`src/rtl/proc_sequencer_if.sv`:
```
// Instruction handshake and external ALU request bundle
// for the 4-bit accumulator sequencer.
interface proc_sequencer_if;
  logic [7:0] instr;
  logic       instr_valid;
  logic       instr_ready;
  logic       alu_en;
  logic [1:0] alu_op;
  logic [3:0] alu_a;
  logic [3:0] alu_b;
  logic [3:0] alu_result;

  modport master (
    output instr, instr_valid, alu_result,
    input  instr_ready, alu_en, alu_op, alu_a, alu_b
  );

  modport slave (
    input  instr, instr_valid, alu_result,
    output instr_ready, alu_en, alu_op, alu_a, alu_b
  );
endinterface

```
`src/rtl/proc_sequencer.sv`:
```
// Multi-cycle sequencer for the 4-bit accumulator datapath:
// owns R0..R3 and time-multiplexes a registered external ALU.
module proc_sequencer (
  input  logic       clk,
  input  logic       rst,
  proc_sequencer_if.slave bus,
  output logic       done,
  output logic       zero,
  output logic [3:0] acc,
  input  logic [1:0] dbg_sel,
  output logic [3:0] dbg_data
);

  typedef enum logic [2:0] {
    S_IDLE,
    S_EXEC,
    S_ALU_LOAD,
    S_ALU_REQ,
    S_ALU_WB
  } state_e;

  state_e          state_q, state_d;
  logic [7:0]      ir_q, ir_d;
  logic [3:0][3:0] regs_q, regs_d;
  logic            zero_q, zero_d;
  logic            done_q, done_d;
  logic            ready_q, ready_d;
  logic            alu_en_q, alu_en_d;
  logic [1:0]      d_fld;
  logic [1:0]      s_fld;

  assign d_fld = ir_q[3:2];
  assign s_fld = ir_q[5:4];

  always_comb begin
    state_d = state_q;
    ir_d    = ir_q;
    regs_d  = regs_q;
    zero_d  = zero_q;
    unique case (state_q)
      S_IDLE: begin
        if (bus.instr_valid && ready_q) begin
          ir_d    = bus.instr;
          state_d = S_EXEC;
        end
      end
      S_EXEC: begin
        state_d = S_IDLE;
        unique case (ir_q[1:0])
          2'b00: regs_d[0] = regs_q[d_fld];
          2'b01: regs_d[d_fld] = regs_q[0];
          2'b10: regs_d[d_fld] = ir_q[7:4];
          default: begin
            regs_d[3] = regs_q[0];
            state_d   = S_ALU_LOAD;
          end
        endcase
      end
      // R3 already holds the old R0 here, so s=3 reloads it
      S_ALU_LOAD: begin
        regs_d[0] = regs_q[s_fld];
        state_d   = S_ALU_REQ;
      end
      S_ALU_REQ: begin
        state_d = S_ALU_WB;
      end
      S_ALU_WB: begin
        regs_d[0] = bus.alu_result;
        zero_d    = (bus.alu_result == 4'h0);
        state_d   = S_IDLE;
      end
      default: begin
        state_d = S_IDLE;
      end
    endcase
  end

  // Moore outputs registered from the next state
  always_comb begin
    ready_d  = (state_d == S_IDLE);
    alu_en_d = (state_d == S_ALU_REQ);
    done_d   = (state_d == S_ALU_WB) ||
               ((state_d == S_EXEC) && (ir_d[1:0] != 2'b11));
  end

  always_ff @(posedge clk or posedge rst) begin
    if (rst) begin
      state_q  <= S_IDLE;
      ir_q     <= 8'h00;
      regs_q   <= '0;
      zero_q   <= 1'b0;
      done_q   <= 1'b0;
      ready_q  <= 1'b1;
      alu_en_q <= 1'b0;
    end else begin
      state_q  <= state_d;
      ir_q     <= ir_d;
      regs_q   <= regs_d;
      zero_q   <= zero_d;
      done_q   <= done_d;
      ready_q  <= ready_d;
      alu_en_q <= alu_en_d;
    end
  end

  assign bus.instr_ready = ready_q;
  assign bus.alu_en      = alu_en_q;
  assign bus.alu_op      = ir_q[3:2];
  assign bus.alu_a       = regs_q[3];
  assign bus.alu_b       = regs_q[0];

  assign done     = done_q;
  assign zero     = zero_q;
  assign acc      = regs_q[0];
  assign dbg_data = regs_q[dbg_sel];

endmodule

```
`src/flat_wrapper.sv`:
```
// flat-port wrapper written by rule: the top's interface ports become plain ports
module proc_sequencer_flat 
  (clk, rst, done, zero, acc, dbg_sel, dbg_data, bus_instr, bus_instr_valid, bus_alu_result, bus_instr_ready, bus_alu_en, bus_alu_op, bus_alu_a, bus_alu_b);
  proc_sequencer_if bus_i ();
  input  logic clk;
  input  logic rst;
  output logic done;
  output logic zero;
  output logic [3:0] acc;
  input  logic [1:0] dbg_sel;
  output logic [3:0] dbg_data;
  input wire logic [$bits(bus_i.instr)-1:0] bus_instr;
  input wire logic [$bits(bus_i.instr_valid)-1:0] bus_instr_valid;
  input wire logic [$bits(bus_i.alu_result)-1:0] bus_alu_result;
  output wire logic [$bits(bus_i.instr_ready)-1:0] bus_instr_ready;
  output wire logic [$bits(bus_i.alu_en)-1:0] bus_alu_en;
  output wire logic [$bits(bus_i.alu_op)-1:0] bus_alu_op;
  output wire logic [$bits(bus_i.alu_a)-1:0] bus_alu_a;
  output wire logic [$bits(bus_i.alu_b)-1:0] bus_alu_b;
  assign bus_i.instr = bus_instr;
  assign bus_i.instr_valid = bus_instr_valid;
  assign bus_i.alu_result = bus_alu_result;
  assign bus_instr_ready = bus_i.instr_ready;
  assign bus_alu_en = bus_i.alu_en;
  assign bus_alu_op = bus_i.alu_op;
  assign bus_alu_a = bus_i.alu_a;
  assign bus_alu_b = bus_i.alu_b;
  proc_sequencer u_core (.clk(clk), .rst(rst), .bus(bus_i), .done(done), .zero(zero), .acc(acc), .dbg_sel(dbg_sel), .dbg_data(dbg_data));
endmodule
```
`config.mk`:
```
export PLATFORM = sky130hd
export DESIGN_NAME = proc_sequencer_flat
export DESIGN_NICKNAME = d
export VERILOG_FILES = /design/src/rtl/proc_sequencer_if.sv /design/src/rtl/proc_sequencer.sv /design/src/flat_wrapper.sv
export SDC_FILE = /design/constraint.sdc
export NUM_CORES = 1
export LEC_CHECK = 0
export CAP_MARGIN = 5
export CORE_MARGIN = 3
export CORE_UTILIZATION = 40
export DETAILED_ROUTE_END_ITERATION = 12
export PLACE_DENSITY = 0.65
export SETUP_SLACK_MARGIN = 0.15
export SLEW_MARGIN = 15
export SYNTH_ARGS = -nofsm -noshare
export SYNTH_HDL_FRONTEND = slang
export SYNTH_SLANG_ARGS = --single-unit
```
`constraint.sdc`:
```
create_clock -name clk -period 2.4 [get_ports clk]
set_input_delay 0.48 -clock clk [delete_from_list [all_inputs] [get_ports clk]]
set_output_delay 0.48 -clock clk [all_outputs]
set_load 0.05 [all_outputs]
```
==> key figures, run 1 <==
Placed design
  – Dpl hpwl: 3650 µm
  – Dpl ws: 0.0775 ns
  – Port buffer count: 38
  – Routability cong.: 0.869
  – Dpl cells: approximately 270

CTS
  – CTS buffer count: 5
  – CTS tree: built
  – Clk slew on worst S/H paths: roughly 0.070 ns
  – Clock root cell: clkbuf_8
  – Longest Clk Path Bufs: 2
  – CTS HTree Levels: 2
  – Clock latency on the worst-skew pair: approximately 0.29 ns
  – Clock Sinks: 31

Critical path
  – Critical path class: primary input to output port
  – Arr. time, crit path: approximately 1.7 ns
  – Crit-path cells: clkdlybuf4s50_1 -> mux4_2 -> buf_4
  – CP Launch Type: primary input
  – CP Capture Type: output port
  – Worst stage delay on the critical path: around 0.51 ns
  – CP required: between 1.5 and 2 ns
  – Critical Path Fanout Max: 2
  – Critical-path top delay cell: clkdlybuf4s50_1

Timing
  – Final worst slack: ~0.22 ns
  – Slew headroom: 0.563
  – Clock skew: approximately 0.004 ns
  – Endpoints failing setup: 0
  – Worst-margin pin slew: around 0.65 ns
  – Final Cycle Share: 0.910
  – Fmax: between 0.4 and 0.5 GHz
  – Hold Fails Final Rpt: 0
  – Final Max Tran Viols: 0
  – Period minus WS final: ~2.2 ns
  – Setup TNS: 0 ns
  – RSZ-0062 raised after global routing: false

Final layout
  – Final Core Density: 0.531
  – # diodes: 0
  – Non-Filler Instances: between 200 and 300
  – # nets final: roughly 230
  – Area Overhead vs Synth: 22.3%
  – Layout cell share with drive strength beyond 1: 0.244

Yosys
  – Post-synth ARST share: 1.00
  – Synth Instances: roughly 180
  – Leading area contributor after synthesis: dfrtp_1
  – Cell Area, Synth: 1980 µm²
  – Avg Inst Size Synth: 10.9 µm²
  – Main flop type after synthesis: dfrtp_1
  – Yosys warnings: 0
  – Top cell type's share of synthesized area: 0.379
  – Synth area leaders: dfrtp_1 38%, mux2_2 10%, mux4_2 9.1%
  – FF+latch count, synth: 31
  – Syn nets: just over 200
  – Post-synth EDFFs: 0
  – Register area share after synthesis: 0.392
  – Unique masters post-synth: 39

Routing
  – TritonRoute pass-1 iters: 4
  – WL per Instance: approximately 18 µm
  – Detail Route Antenna Nets: 0
  – DRC Markers: 0
  – Vias: roughly 1,600
  – Drt initial violations: ~120
  – Vias per cell: 5.80
  – Final WL: 4950 µm

Global routing
  – Antenna violations before repair: 0
  – Gr ovfl total: 0
  – GRT Util Overall: 0.184
  – Largest net degree at the start of global routing: 32
  – Vias in the first global route: ~1,600
  – First-pass GRT wire length: about 8600 µm

Floorplanning
  – Die Y: about 76 µm
  – Die X: 76.4 µm
  – Initial Util: 0.434
  – Site row count: 24
  – Num ports: 39
  – DIE AREA: 5840 µm²
  – Core area: 4560 µm²

Status
  – Status: finished clean

Min path
  – Worst Hold Class: flip-flop to flip-flop

Job
  – Max Cap Viol: 0
final timing paths:
check                               start                endpoint  slack, ns  depth (start not counted)
max reg2reg                u_core.ir_q[0]           u_core.acc[2]       0.42                          6
min in group asynchronous             rst          u_core.ir_q[2]       0.57                          3
max in group asynchronous             rst  u_core.bus.instr_ready       1.50                          3
min reg2reg                   u_core.zero             u_core.zero       0.50                          2
min                           u_core.zero             u_core.zero       0.50                          2
max                            dbg_sel[1]             dbg_data[2]       0.22                          3
layout by cell type, fill, tap and decap left out, types with 2 or more instances in the layout:
master           count
dfrtp_1             30
clkdlybuf4s50_1     33
buf_4               13
a221oi_1             4
clkbuf_8             6
nand2_1             12
o21ai_0              9
inv_1                3
o21a_1               4
a22oi_1              4
nor3b_1              6
a21oi_1              7
a311o_1              4
nor2b_1              2
a32oi_1              4
ha_1                 4
mux2_2              18
o2bb2ai_1            5
mux2i_1              2
nand3_1              4
mux4_2               8
nor2_1               6
a31oi_1              4
state kept, by name, indices dropped and copies added (netlist names):
register,flops
u_core.ir_q,8
u_core.bus.alu_a,4
u_core.acc,4
u_core.done,1
u_core.bus.alu_en,1
u_core.zero,1
u_core.state_q,3
u_core.bus.instr_ready,1
u_core.regs_q,8
repair_timing:
action | in CTS | in global routing
hold buffers | 0 | 0
gates resized for setup | 1 | 0
buffers inserted | 0 | 0
endpoints found under the setup margin | 3 | 0
cell type report:
type,count,area (µm²)
Inverter,3,11.3
Timing Repair Buffer,47,437
Clock inverter,1,5.00
Multi-Input combinational cell,120,1030
Tap cell,65,81.3
Clock buffer,7,86.3
Sequential cell,31,777
Fill cell,415,2140
cell families after synthesis:
logic type | share of synthesized area
buffers and inverters | 0.0896
adders and majority gates | 0.0253
and+or+nand+nor | 0.116
AOI/OAI and AO/OA | 0.169
DFF | 0.392
xor gates and xnor gates | 0.00442
muxes | 0.203
per-stage QoR:
stage / instance area [µm²] / hold slack, ns
3_5_place_dp: 2330 / 0.500
6_report: 2420 / 0.500
3_3_place_gp: 2330 / 0.476
5_1_grt: 2420 / 0.574
4_1_cts: 2420 / 0.515
2_1_floorplan: 1980 / 0.480
worst max-delay path, delay by kind of cell:
kind	cells	cell delay (ns)
buf+inv	2	0.71
mux	1	0.51
synthesized netlist by cell type, drive strengths merged, types with 2 or more instances:
master and n:
nand3 4, mux2 18, buf 20, o21a 4, inv 3, nor2 6, o21ai 9, nand2 12
a311o 4, ha 4, nor2b 2, a21oi 7, a31oi 4, dfrtp 30, a22oi 4, o2bb2ai 5
nor3b 6, clkbuf 7, a21o 2, mux2i 2, a221oi 4, mux4 8, a32oi 4
layer usage:
metal / up-vias / GRT usage / wire length [µm] / share of wire
li1: 720 / - / - / -
met1: 780 / 0.231 / 2030 / 0.41
met2: 80 / 0.294 / 2420 / 0.49
met3: 9 / 0.0638 / 423 / 0.085
met4: 0 / 0.0670 / 83 / 0.017
met5: - / 0 / 0 / 0
Power of run 1 is left out: the tool's default activity adds up to more than one toggle a clock period on the data nets, which glitch-free logic cannot reach.
==> run 2: changes to the inputs <==
--- a/config.mk
+++ b/config.mk
@@ -10,8 +10,9 @@
 export CORE_UTILIZATION = 40
 export DETAILED_ROUTE_END_ITERATION = 12
 export PLACE_DENSITY = 0.65
+export REMOVE_ABC_BUFFERS = 1
 export SETUP_SLACK_MARGIN = 0.15
-export SLEW_MARGIN = 15
+export SLEW_MARGIN = 0
 export SYNTH_ARGS = -nofsm -noshare
 export SYNTH_HDL_FRONTEND = slang
 export SYNTH_SLANG_ARGS = --single-unit
==> key figures, run 2 (same netlist as run 1, synthesis figures left out) <==
Status
  – Status: finished clean

Global routing
  – Largest net degree at the start of global routing: 32 (unchanged)
  – Antenna violations before repair: 0 (unchanged)
  – Gr ovfl total: 0 (unchanged)
  – First-pass GRT wire length: 8480 µm (-0.96%)
  – Vias in the first global route: 1,650 (+0.67%)
  – GRT Util Overall: 0.180 (-0.00456)

CTS
  – CTS tree: built
  – Longest Clk Path Bufs: 2 (unchanged)
  – Hold Buf Count CTS: 0 (unchanged)
  – Clock root cell: clkbuf_8
  – Clock Sinks: 31 (unchanged)
  – CTS buffer count: 5 (unchanged)
  – Setup Fix Bufs, Post-CTS: 0 (unchanged)
  – Clock latency on the worst-skew pair: 0.28 ns (about the same)
  – CTS HTree Levels: 2 (unchanged)
  – Clk slew on worst S/H paths: 0.06 ns (about the same)

Job
  – Max Cap Viol: 0 (unchanged)

Timing
  – Slew headroom: 0.577 (+0.0147)
  – Final Max Tran Viols: 0 (unchanged)
  – RSZ-0062 raised after global routing: false
  – Endpoints failing setup: 0 (unchanged)
  – Period minus WS final: 2.19 ns (+0.00352 ns)
  – Hold Fails Final Rpt: 0 (unchanged)
  – Fmax: 0.457 GHz (-0.16%)
  – Final Cycle Share: 0.912 (+0.00147)
  – Clock skew: 0.00483 ns (+0.000814 ns)
  – Worst-margin pin slew: 0.632 ns (-0.0220 ns)
  – Final worst slack: 0.212 ns (-0.00352 ns)
  – Setup TNS: 0 ns (unchanged)

Floorplanning
  – Core area: 4560 µm² (unchanged)
  – Site row count: 24 (unchanged)
  – Die X: 76.4 µm (unchanged)
  – Num ports: 39 (unchanged)
  – Die Y: 76.4 µm (unchanged)
  – DIE AREA: 5840 µm² (unchanged)
  – Initial Util: 0.434 (unchanged)

Min path
  – Worst Hold Class: flip-flop to flip-flop
  – Hold depth: 2 (unchanged)

Critical path
  – Critical Path Fanout Max: 2 (unchanged)
  – Top delay family on crit path: buffers and inverters
  – Buffers plus inverters on the worst setup path: 2 (unchanged)
  – CP required: 1.92 ns (about the same)
  – Critical-path top delay cell: mux4_2
  – CP Capture Type: output port
  – Reg2Reg Setup Slack: 0.47 ns (+0.05 ns)
  – Crit-path cells: clkdlybuf4s50_1 -> mux4_2 -> buf_4
  – Critical path class: primary input to output port
  – CP Launch Type: primary input
  – Worst stage delay on the critical path: 0.52 ns (about the same)
  – Reg2Reg Depth: 6 (unchanged)
  – Critical path depth: 3 (unchanged)
  – Arr. time, crit path: 1.71 ns (about the same)

Placed design
  – Dpl hpwl: 3550 µm (-2.9%)
  – Dpl ws: 0.0630 ns (-0.0144 ns)
  – Port buffer count: 38 (unchanged)
  – Routability cong.: 0.918 (+5.6%)
  – Dpl cells: 265 (-0.38%)

Final layout
  – Fill count: 406 (-2.2%)
  – Most frequent cells in the layout: 33 x clkdlybuf4s50_1, 30 x dfrtp_1, 18 x mux2_2
  – Area Overhead vs Synth: 21.5%
  – Layout cell share with drive strength beyond 1: 0.236 (-0.00844)
  – Non-Filler Instances: 273 (-0.36%)
  – Commonest non-fill, non-tap cell in the layout: clkdlybuf4s50_1
  – # diodes: 0 (unchanged)
  – # nets final: 228 (-0.44%)
  – Final Core Density: 0.527 (-0.00384)
  – Top flop regs: u_core.ir_q x8, u_core.regs_q x8

Routing
  – Drt initial violations: 95 (-21%)
  – Final WL: 4870 µm (-1.6%)
  – DRC Markers: 0 (unchanged)
  – Vias: 1,563 (-1.6%)
  – TritonRoute pass-1 iters: 4 (unchanged)
  – WL per Instance: 17.8 µm (-1.3%)
  – Detail Route Antenna Nets: 0 (unchanged)
  – Vias per cell: 5.73 (-1.3%)
## run 2: cell types whose count changed in the layout (fill, tap and decap cells not counted)
cell and change:
buf_4 -1, clkbuf_1 +1, clkbuf_8 -1
## run 2: worst min-delay path, stage by stage, from the launching register on
cell and delay, ns:
dfrtp_1 0.34, nand2_1 0.05, o21ai_0 0.06
## run 2: area by class of cell
type                    count  area [µm²]  area share
flip-flops and latches     31         777       0.323
inverters                   3        11.3     0.00468
well taps                  65        81.3      0.0338
clock buffers               7        76.3      0.0317
multi-input cells         120        1030       0.427
repair buffers             46         429       0.178
clock inverters             1        5.00     0.00208
## run 2: stage by stage
step / cell area, µm² / hold WS [ns]
finish: 2410 / 0.485
detailed placement: 2330 / 0.477
global placement: 2330 / 0.467
CTS: 2410 / 0.491
floorplan: 1820 / 0.480
global route: 2410 / 0.535
## run 2: worst paths after layout
| path | from | to |
|---|---|---|
| worst max-delay path | dbg_sel[1] | dbg_data[2] |
| worst min-delay path | u_core.zero | u_core.zero |
| worst max register to register | u_core.ir_q[1] | u_core.acc[3] |
| worst min register to register | u_core.zero | u_core.zero |
| max in group asynchronous | rst | u_core.bus.instr_ready |
| min in group asynchronous | rst | u_core.bus.alu_a[0] |
## run 2: per-layer routing
| metal | track usage | wire (µm) |
|---|---|---|
| met1 | 0.244 | 2120 |
| met2 | 0.275 | 2320 |
| met3 | 0.0473 | 280 |
| met4 | 0.0688 | 156 |
| met5 | 0 | 0 |
## run 2: what timing repair did
action                                  4_1_cts  5_1_grt
endpoints found under the setup margin        3        0
endpoints found under the hold margin         0        0
gates resized for setup                       1        0
Power of run 2 is left out for the same reason.
